### config.mk
export PLATFORM = sky130hd
export DESIGN_NAME = seq_detect_flat
export DESIGN_NICKNAME = d
export VERILOG_FILES = /design/src/rtl/seq_detect_if.sv /design/src/rtl/seq_detect.sv /design/src/flat_wrapper.sv
export SDC_FILE = /design/constraint.sdc
export NUM_CORES = 1
export LEC_CHECK = 0
export CORE_MARGIN = 2
export CORE_UTILIZATION = 40
export DETAILED_ROUTE_END_ITERATION = 10
export HOLD_SLACK_MARGIN = 0.1
export MAX_ROUTING_LAYER = met4
export PLACE_DENSITY_LB_ADDON = 0.15
export SYNTH_ARGS = -nofsm -noshare
export SYNTH_HDL_FRONTEND = slang
export SYNTH_SLANG_ARGS = --single-unit
### constraint.sdc
create_clock -name clk -period 1.4 [get_ports clk]
set_input_delay 0.28 -clock clk [delete_from_list [all_inputs] [get_ports clk]]
set_output_delay 0.28 -clock clk [all_outputs]
set_load 0.005 [all_outputs]
### src/rtl/seq_detect_if.sv
// seq_detect_if: bundles the serial data/control inputs and the status
// outputs of seq_detect.
//   master modport (stimulus side): drives din, din_valid, clr; observes
//                                   det, state, match_cnt, gap_cnt, last_gap
//   slave modport  (detector side): the mirror image
// CNT_W sets the width of the three counters and must match the CNT_W of
// the seq_detect instance it connects to.
interface seq_detect_if #(
    parameter int CNT_W = 8
);
    logic             din;
    logic             din_valid;
    logic             clr;
    logic             det;
    logic [1:0]       state;
    logic [CNT_W-1:0] match_cnt;
    logic [CNT_W-1:0] gap_cnt;
    logic [CNT_W-1:0] last_gap;

    modport master (
        output din, din_valid, clr,
        input  det, state, match_cnt, gap_cnt, last_gap
    );

    modport slave (
        input  din, din_valid, clr,
        output det, state, match_cnt, gap_cnt, last_gap
    );
endinterface

### src/rtl/seq_detect.sv
// seq_detect: overlapping detector for the serial pattern 1101.
//   clk       single clock, rising edge
//   rst       asynchronous active-high reset
//   bus.din / bus.din_valid  one data bit consumed per edge with din_valid=1
//   bus.clr   synchronous clear of the three counters (not FSM, not det)
//   bus.det   registered one-cycle pulse after the bit completing 1101
//   bus.state registered FSM state (00 none, 01 "1", 10 "11", 11 "110")
//   bus.match_cnt  detections since reset/clr, saturating
//   bus.gap_cnt    valid bits since last detection, saturating
//   bus.last_gap   gap_cnt+1 captured at the latest detection, saturating
module seq_detect #(
    parameter int CNT_W = 8
) (
    input  logic         clk,
    input  logic         rst,
    seq_detect_if.slave  bus
);
    typedef enum logic [1:0] {
        S0 = 2'b00,
        S1 = 2'b01,
        S2 = 2'b10,
        S3 = 2'b11
    } state_t;

    localparam logic [CNT_W-1:0] CNT_MAX = {CNT_W{1'b1}};
    localparam logic [CNT_W-1:0] CNT_ONE = {{(CNT_W-1){1'b0}}, 1'b1};

    state_t           state_reg, state_next;
    logic             det_reg, det_next;
    logic [CNT_W-1:0] match_cnt_reg, match_cnt_next;
    logic [CNT_W-1:0] gap_cnt_reg, gap_cnt_next;
    logic [CNT_W-1:0] last_gap_reg, last_gap_next;

    function automatic logic [CNT_W-1:0] sat_inc(input logic [CNT_W-1:0] v);
        return (v == CNT_MAX) ? v : v + CNT_ONE;
    endfunction

    always_ff @(posedge clk or posedge rst) begin
        if (rst) begin
            state_reg     <= S0;
            det_reg       <= 1'b0;
            match_cnt_reg <= '0;
            gap_cnt_reg   <= '0;
            last_gap_reg  <= '0;
        end else begin
            state_reg     <= state_next;
            det_reg       <= det_next;
            match_cnt_reg <= match_cnt_next;
            gap_cnt_reg   <= gap_cnt_next;
            last_gap_reg  <= last_gap_next;
        end
    end

    always_comb begin
        state_next     = state_reg;
        det_next       = 1'b0;
        match_cnt_next = match_cnt_reg;
        gap_cnt_next   = gap_cnt_reg;
        last_gap_next  = last_gap_reg;

        if (bus.din_valid) begin
            unique case (state_reg)
                S0: state_next = bus.din ? S1 : S0;
                S1: state_next = bus.din ? S2 : S0;
                S2: state_next = bus.din ? S2 : S3;
                S3: begin
                    // The completing 1 doubles as the "1" prefix of the
                    // next pattern, which gives overlapping detection.
                    state_next = bus.din ? S1 : S0;
                    det_next   = bus.din;
                end
                default: state_next = S0;
            endcase

            if (det_next) begin
                match_cnt_next = sat_inc(match_cnt_reg);
                // The completing bit is counted in the captured gap.
                last_gap_next  = sat_inc(gap_cnt_reg);
                gap_cnt_next   = '0;
            end else begin
                gap_cnt_next   = sat_inc(gap_cnt_reg);
            end
        end

        // Clear wins over any counter update but leaves FSM and det alone,
        // so a detection on the clearing edge still pulses det.
        if (bus.clr) begin
            match_cnt_next = '0;
            gap_cnt_next   = '0;
            last_gap_next  = '0;
        end
    end

    assign bus.det       = det_reg;
    assign bus.state     = state_reg;
    assign bus.match_cnt = match_cnt_reg;
    assign bus.gap_cnt   = gap_cnt_reg;
    assign bus.last_gap  = last_gap_reg;
endmodule

### src/flat_wrapper.sv
// flat-port wrapper written by rule: the top's interface ports become plain ports
module seq_detect_flat 
#(
    parameter int CNT_W = 8
)
  (clk, rst, bus_din, bus_din_valid, bus_clr, bus_det, bus_state, bus_match_cnt, bus_gap_cnt, bus_last_gap);
  seq_detect_if #(.CNT_W(CNT_W)) bus_i ();
  input  logic clk;
  input  logic rst;
  input wire logic [$bits(bus_i.din)-1:0] bus_din;
  input wire logic [$bits(bus_i.din_valid)-1:0] bus_din_valid;
  input wire logic [$bits(bus_i.clr)-1:0] bus_clr;
  output wire logic [$bits(bus_i.det)-1:0] bus_det;
  output wire logic [$bits(bus_i.state)-1:0] bus_state;
  output wire logic [$bits(bus_i.match_cnt)-1:0] bus_match_cnt;
  output wire logic [$bits(bus_i.gap_cnt)-1:0] bus_gap_cnt;
  output wire logic [$bits(bus_i.last_gap)-1:0] bus_last_gap;
  assign bus_i.din = bus_din;
  assign bus_i.din_valid = bus_din_valid;
  assign bus_i.clr = bus_clr;
  assign bus_det = bus_i.det;
  assign bus_state = bus_i.state;
  assign bus_match_cnt = bus_i.match_cnt;
  assign bus_gap_cnt = bus_i.gap_cnt;
  assign bus_last_gap = bus_i.last_gap;
  seq_detect #(.CNT_W(CNT_W)) u_core (.clk(clk), .rst(rst), .bus(bus_i));
endmodule
* Word level (Yosys, flattened, before mapping)
Cells that the tools add are included.
W data, S select, Z words.
** Operators by class
- Add/sub/neg operators :: 2
- Multipliers :: 0
- Div/mod/pow operators :: 0
- Magnitude comparators :: 0
- Eq/ne operators :: 6
- Shift-type cells :: 0
- Mux-type cells :: 18
- Bitwise logic cells :: 0
- Reduce and logical (&&, ||, !) cells :: 6
** Operators by type and width (count)
- $mux W8 :: 11
- $add A8 B1 Y8 const B :: 2
- $eq A8 B8 Y1 const B :: 2
- $pmux W2 S3 :: 1
- $mux W1 :: 5
- $eq A2 B2 Y1 const B :: 2
- $reduce_bool A2 Y1 :: 2
- $reduce_and A3 Y1 :: 1
- $eq A2 B1 Y1 const B :: 1
- $logic_not A2 Y1 :: 1
- $mux W2 :: 1
- $ne A2 B2 Y1 const B :: 1
- $reduce_and A2 Y1 :: 1
- $reduce_or A2 Y1 :: 1
** Storage, ports and cells
- Bits in registers :: 27
- Latch bits :: 0
- Bits in writable memories :: 0
- ROM bits :: 0
- Input port bits :: 5
- Output and inout bits :: 27
- Logic and storage cells :: 37
- Memories kept :: 0

* Longest topological paths before layout
- Word-level depth :: 6
- Depth in mapped cells :: 7
- Mapped depth without buffers :: 6

* Worst setup path after synthesis
Ideal clock, no wire load.
- Path type :: register -> register
- Start point :: register u_core.gap_cnt_reg[0], in the netlist u_core.bus.gap_cnt[0]
- End point :: register u_core.gap_cnt_reg[6], in the netlist u_core.bus.gap_cnt[6]
- Library setup time :: 118 ps
- Arrival time :: 1503 ps
- Data required time :: 1282 ps
- Slack :: -221 ps
- Cell stages (with the launch flop) :: 6
- Buffers on the path :: 0
- Clock period less this slack :: 1621 ps
- Path through :: dfrtp_1 -> ha_1 -> nand2_1 -> or4b_4 -> a21oi_2 -> nor2_1
** Between the ends
- Cells in the longest elaborated chain, start to end :: 5
- Elaborated cells on any way between the ends :: 6
- Those cells by class :: add/sub (1); eq/ne (1); mux (4)
** RTL lines
- from (decl) :: line seq_detect.sv:31 : logic [CNT_W-1:0] gap_cnt_reg, gap_cnt_next;
- from (signal assigned) :: line seq_detect.sv:49 : gap_cnt_reg <= gap_cnt_next;
- $add A8 B1 Y8 / $eq A8 B8 Y1 (equally long branches) :: line seq_detect.sv:35 : return (v == CNT_MAX) ? v : v + CNT_ONE;
- $mux W8 *
- $mux W8 * :: line seq_detect.sv:75 : if (det_next) begin
- $mux W8 * :: line seq_detect.sv:61 : if (bus.din_valid) begin
- $mux W8 * :: line seq_detect.sv:87 : if (bus.clr) begin
Every way passes the cells marked *; elsewhere a longest branch is shown, timed or not. The select of a mux whose other input is x is not followed.
A chain may end at the register's enable or synchronous reset.

* Worst setup path after layout
- Start point :: register u_core.gap_cnt_reg[1], in the netlist u_core.bus.gap_cnt[1]
- End point :: register u_core.gap_cnt_reg[6], in the netlist u_core.bus.gap_cnt[6]
Same word-level chain as after synthesis.

==> flow_summary.yaml <==
critical_path:
  cp_max_fo: 4
  critPathLaunchType: "register"
  critPathKind: "reg -> reg"
  cp-endpoint: "u_core.bus.gap_cnt[6]"
  reg2regPathDepth: 6
  rrSetupSlack_ns: -0.08
  endpoint_kind: "register"
  required_ns: 1.58
  rr_startpoint: "u_core.bus.gap_cnt[1]"
  cp-startpoint: "u_core.bus.gap_cnt[1]"
  crit_arrival_ns: 1.66
  reg2reg_to: "u_core.bus.gap_cnt[6]"
yosys:
  async_flop_share_pct: 100
  ys_warn_count: 0
  synth-edff-count: 0
  synth.avg_cell_area_um2: 9.69
  synth_cells: 159
  synth_seq_cells: 27
  synth_fp_nets: 169
  synth.yosys.seq_area_share_pct: 43.9
  synth_top_area_cell: "dfrtp_1"
  synth_area_um2: 1540
  synth_cell_type_count: 46
  synth_ff_type: "dfrtp_1"
  synthTopCellsByArea: "dfrtp_1, a21oi_1, nor2_1"
  yosysTopAreaCellShare_pct: 43.9
power:
  irDropWorstVdd_uv: 614
  p_per_area_nw_per_um2: 814
  p_total_mw: 2.04
  p_leak_nw: 1.18
outcome:
  outcome: "finished, violations left"
  violations: "setup timing"
routing:
  avgViaCountPerCell: 5.46
  dr.pass1.iters: 4
  num_vias: 1551
  drc: 0
  wire_per_inst_um: 16.0
  ant_nets: 0
  routed_wl_mm: 4.54
  drt_iter0_drc: 93
clock_network:
  root_buffer: "clkbuf_8"
  numCtsBuffers: 3
  clkSinkCount: 27
  clk_latency_ns: 0.28
  tritoncts: "done"
  cts_max_path_buffers: 2
  htree_levels: 1
  clk_pin_slew_ns: 0.10
finish:
  layout_common_cells: "buf_4, dlygate4sd2_1, dfrtp_1"
  fin_util_pct: 68.0
  multi_input_area_um2: 998
  seq_area_um2: 683
  antennaDiodeCount: 0
  drive_above_1_share_pct: 41.9
  num-fill-cells: 296
  final_area_um2: 2510
  area_growth_syn_to_layout_pct: 62.9
  final_cells: 284
  layout.nets: 247
  final_common_cell: "buf_4"
timing:
  fmax_ghz: 0.675
  setup_tns_ns: -0.379
  fin_crit_sh_pct: 106
  grt_setup_unrepaired: "true"
  max-slew-margin-rel_pct: 79.3
  worstMarginPinSlew_ns: 0.309
  finalSetupViolations: 15
  final.setup.worst_slack_ns: -0.0804
  hold_viol: 0
  drv_slew: 0
  finalCriticalPeriod_ns: 1.48
  fin_skew_ns: 0.00691
global_route:
  grt_pass1_wl_mm: 7.02
  grt_pass1_vias: 1444
  grt_usage_pct: 21.9
  antenna_found_initial: 0
  grt_overflow: 0
  grt_max_degree: 28
floorplanning:
  die_w_um: 66.1
  fp.dieArea_um2: 4360
  io_pins: 32
  rows: 22
  fp.dieH_um: 66.1
  start_util_pct: 41.8
  core_area_um2: 3690
placement:
  placed_cell_area_um2: 2140
  port_buffers: 31
  gp_congestion: 0.883
  place.detailed.hpwl_mm: 2.93
  dp_cells: 259
job:
  cap_violations: 0
hold_path:
  hold_path_class: "in -> async"
area by class of cell:
cell class | instances | area share [%]
inverter | 6 | 0.998
clock buffer | 3 | 1.65
multi-input combinational | 121 | 39.8
tap | 48 | 2.39
clock inverter | 1 | 0.200
sequential | 27 | 27.2
timing repair buffer | 78 | 27.7
per-stage QoR:
stage | setup slack (ns) | hold slack, ns
floorplan | -0.0460 | 0.332
global placement | -0.333 | 0.489
detailed placement | -0.384 | 0.492
CTS | -0.0604 | 0.337
global route | -0.127 | 0.357
finish | -0.0804 | 0.322
power by group:
part	switching, mW	internal (mW)	leakage (nW)
clock	0.262	0.200	0.0255
combinational	0.326	0.370	0.798
sequential	0.0448	0.839	0.361
Yosys cell counts, types with 2 or more instances:
cell type	number
a211oi_1	3
a21oi_1	17
a21oi_2	2
a311oi_1	2
a31oi_1	2
and3_1	4
and3_2	2
and4_1	2
buf_2	2
clkbuf_1	2
dfrtp_1	27
ha_1	5
inv_1	5
mux2i_1	4
nand2_1	16
nand3_1	5
nand3_4	2
nor2_1	21
o211ai_1	3
o21ai_0	2
o21ai_1	4
xnor2_1	3
worst max-delay path, stage by stage (launching register included):
cell     delay (ns)
dfrtp_2        0.38
buf_6          0.10
ha_4           0.14
nand2_4        0.06
or4b_4         0.50
a21oi_2        0.14
nor2_1         0.06
cells by family after synthesis:
group	share of synthesized area, %
compound gates	19.1
xor+xnor	2.27
fa+ha+maj	4.06
buf+inv	3.09
flops	43.9
mux	2.60
simple gates	25.0
worst min-delay path by stage:
stage	start	to	slack, ns	cells past startpoint
3_5_place_dp	u_core.bus.last_gap[2]	u_core.bus.last_gap[2]	0.49	2
6_report	rst	u_core.bus.gap_cnt[5]	0.32	3
2_1_floorplan	rst	u_core.bus.det	0.33	1
3_3_place_gp	u_core.bus.last_gap[3]	u_core.bus.last_gap[3]	0.49	2
4_1_cts	rst	u_core.bus.last_gap[7]	0.34	3
5_1_grt	rst	u_core.bus.last_gap[7]	0.36	3
what timing repair did:
action / 4_1_cts / 5_1_grt
gates cloned: 1 / 0
hold buffers: 0 / 0
setup endpoints to repair: 48 / 28
pin swaps: 19 / 21
resized for setup: 51 / 27
buffers inserted: 16 / 5
metal layers:
layer  up-vias  wire length [um]  global-route usage, %
met2        45              2280                   36.9
met3         4               187                   2.21
li1        733                 -                      -
met1       769              2020                   27.8
met4         0                55                   6.89
met5         -                 0                      -
Power figures use the tool's default switching activity.
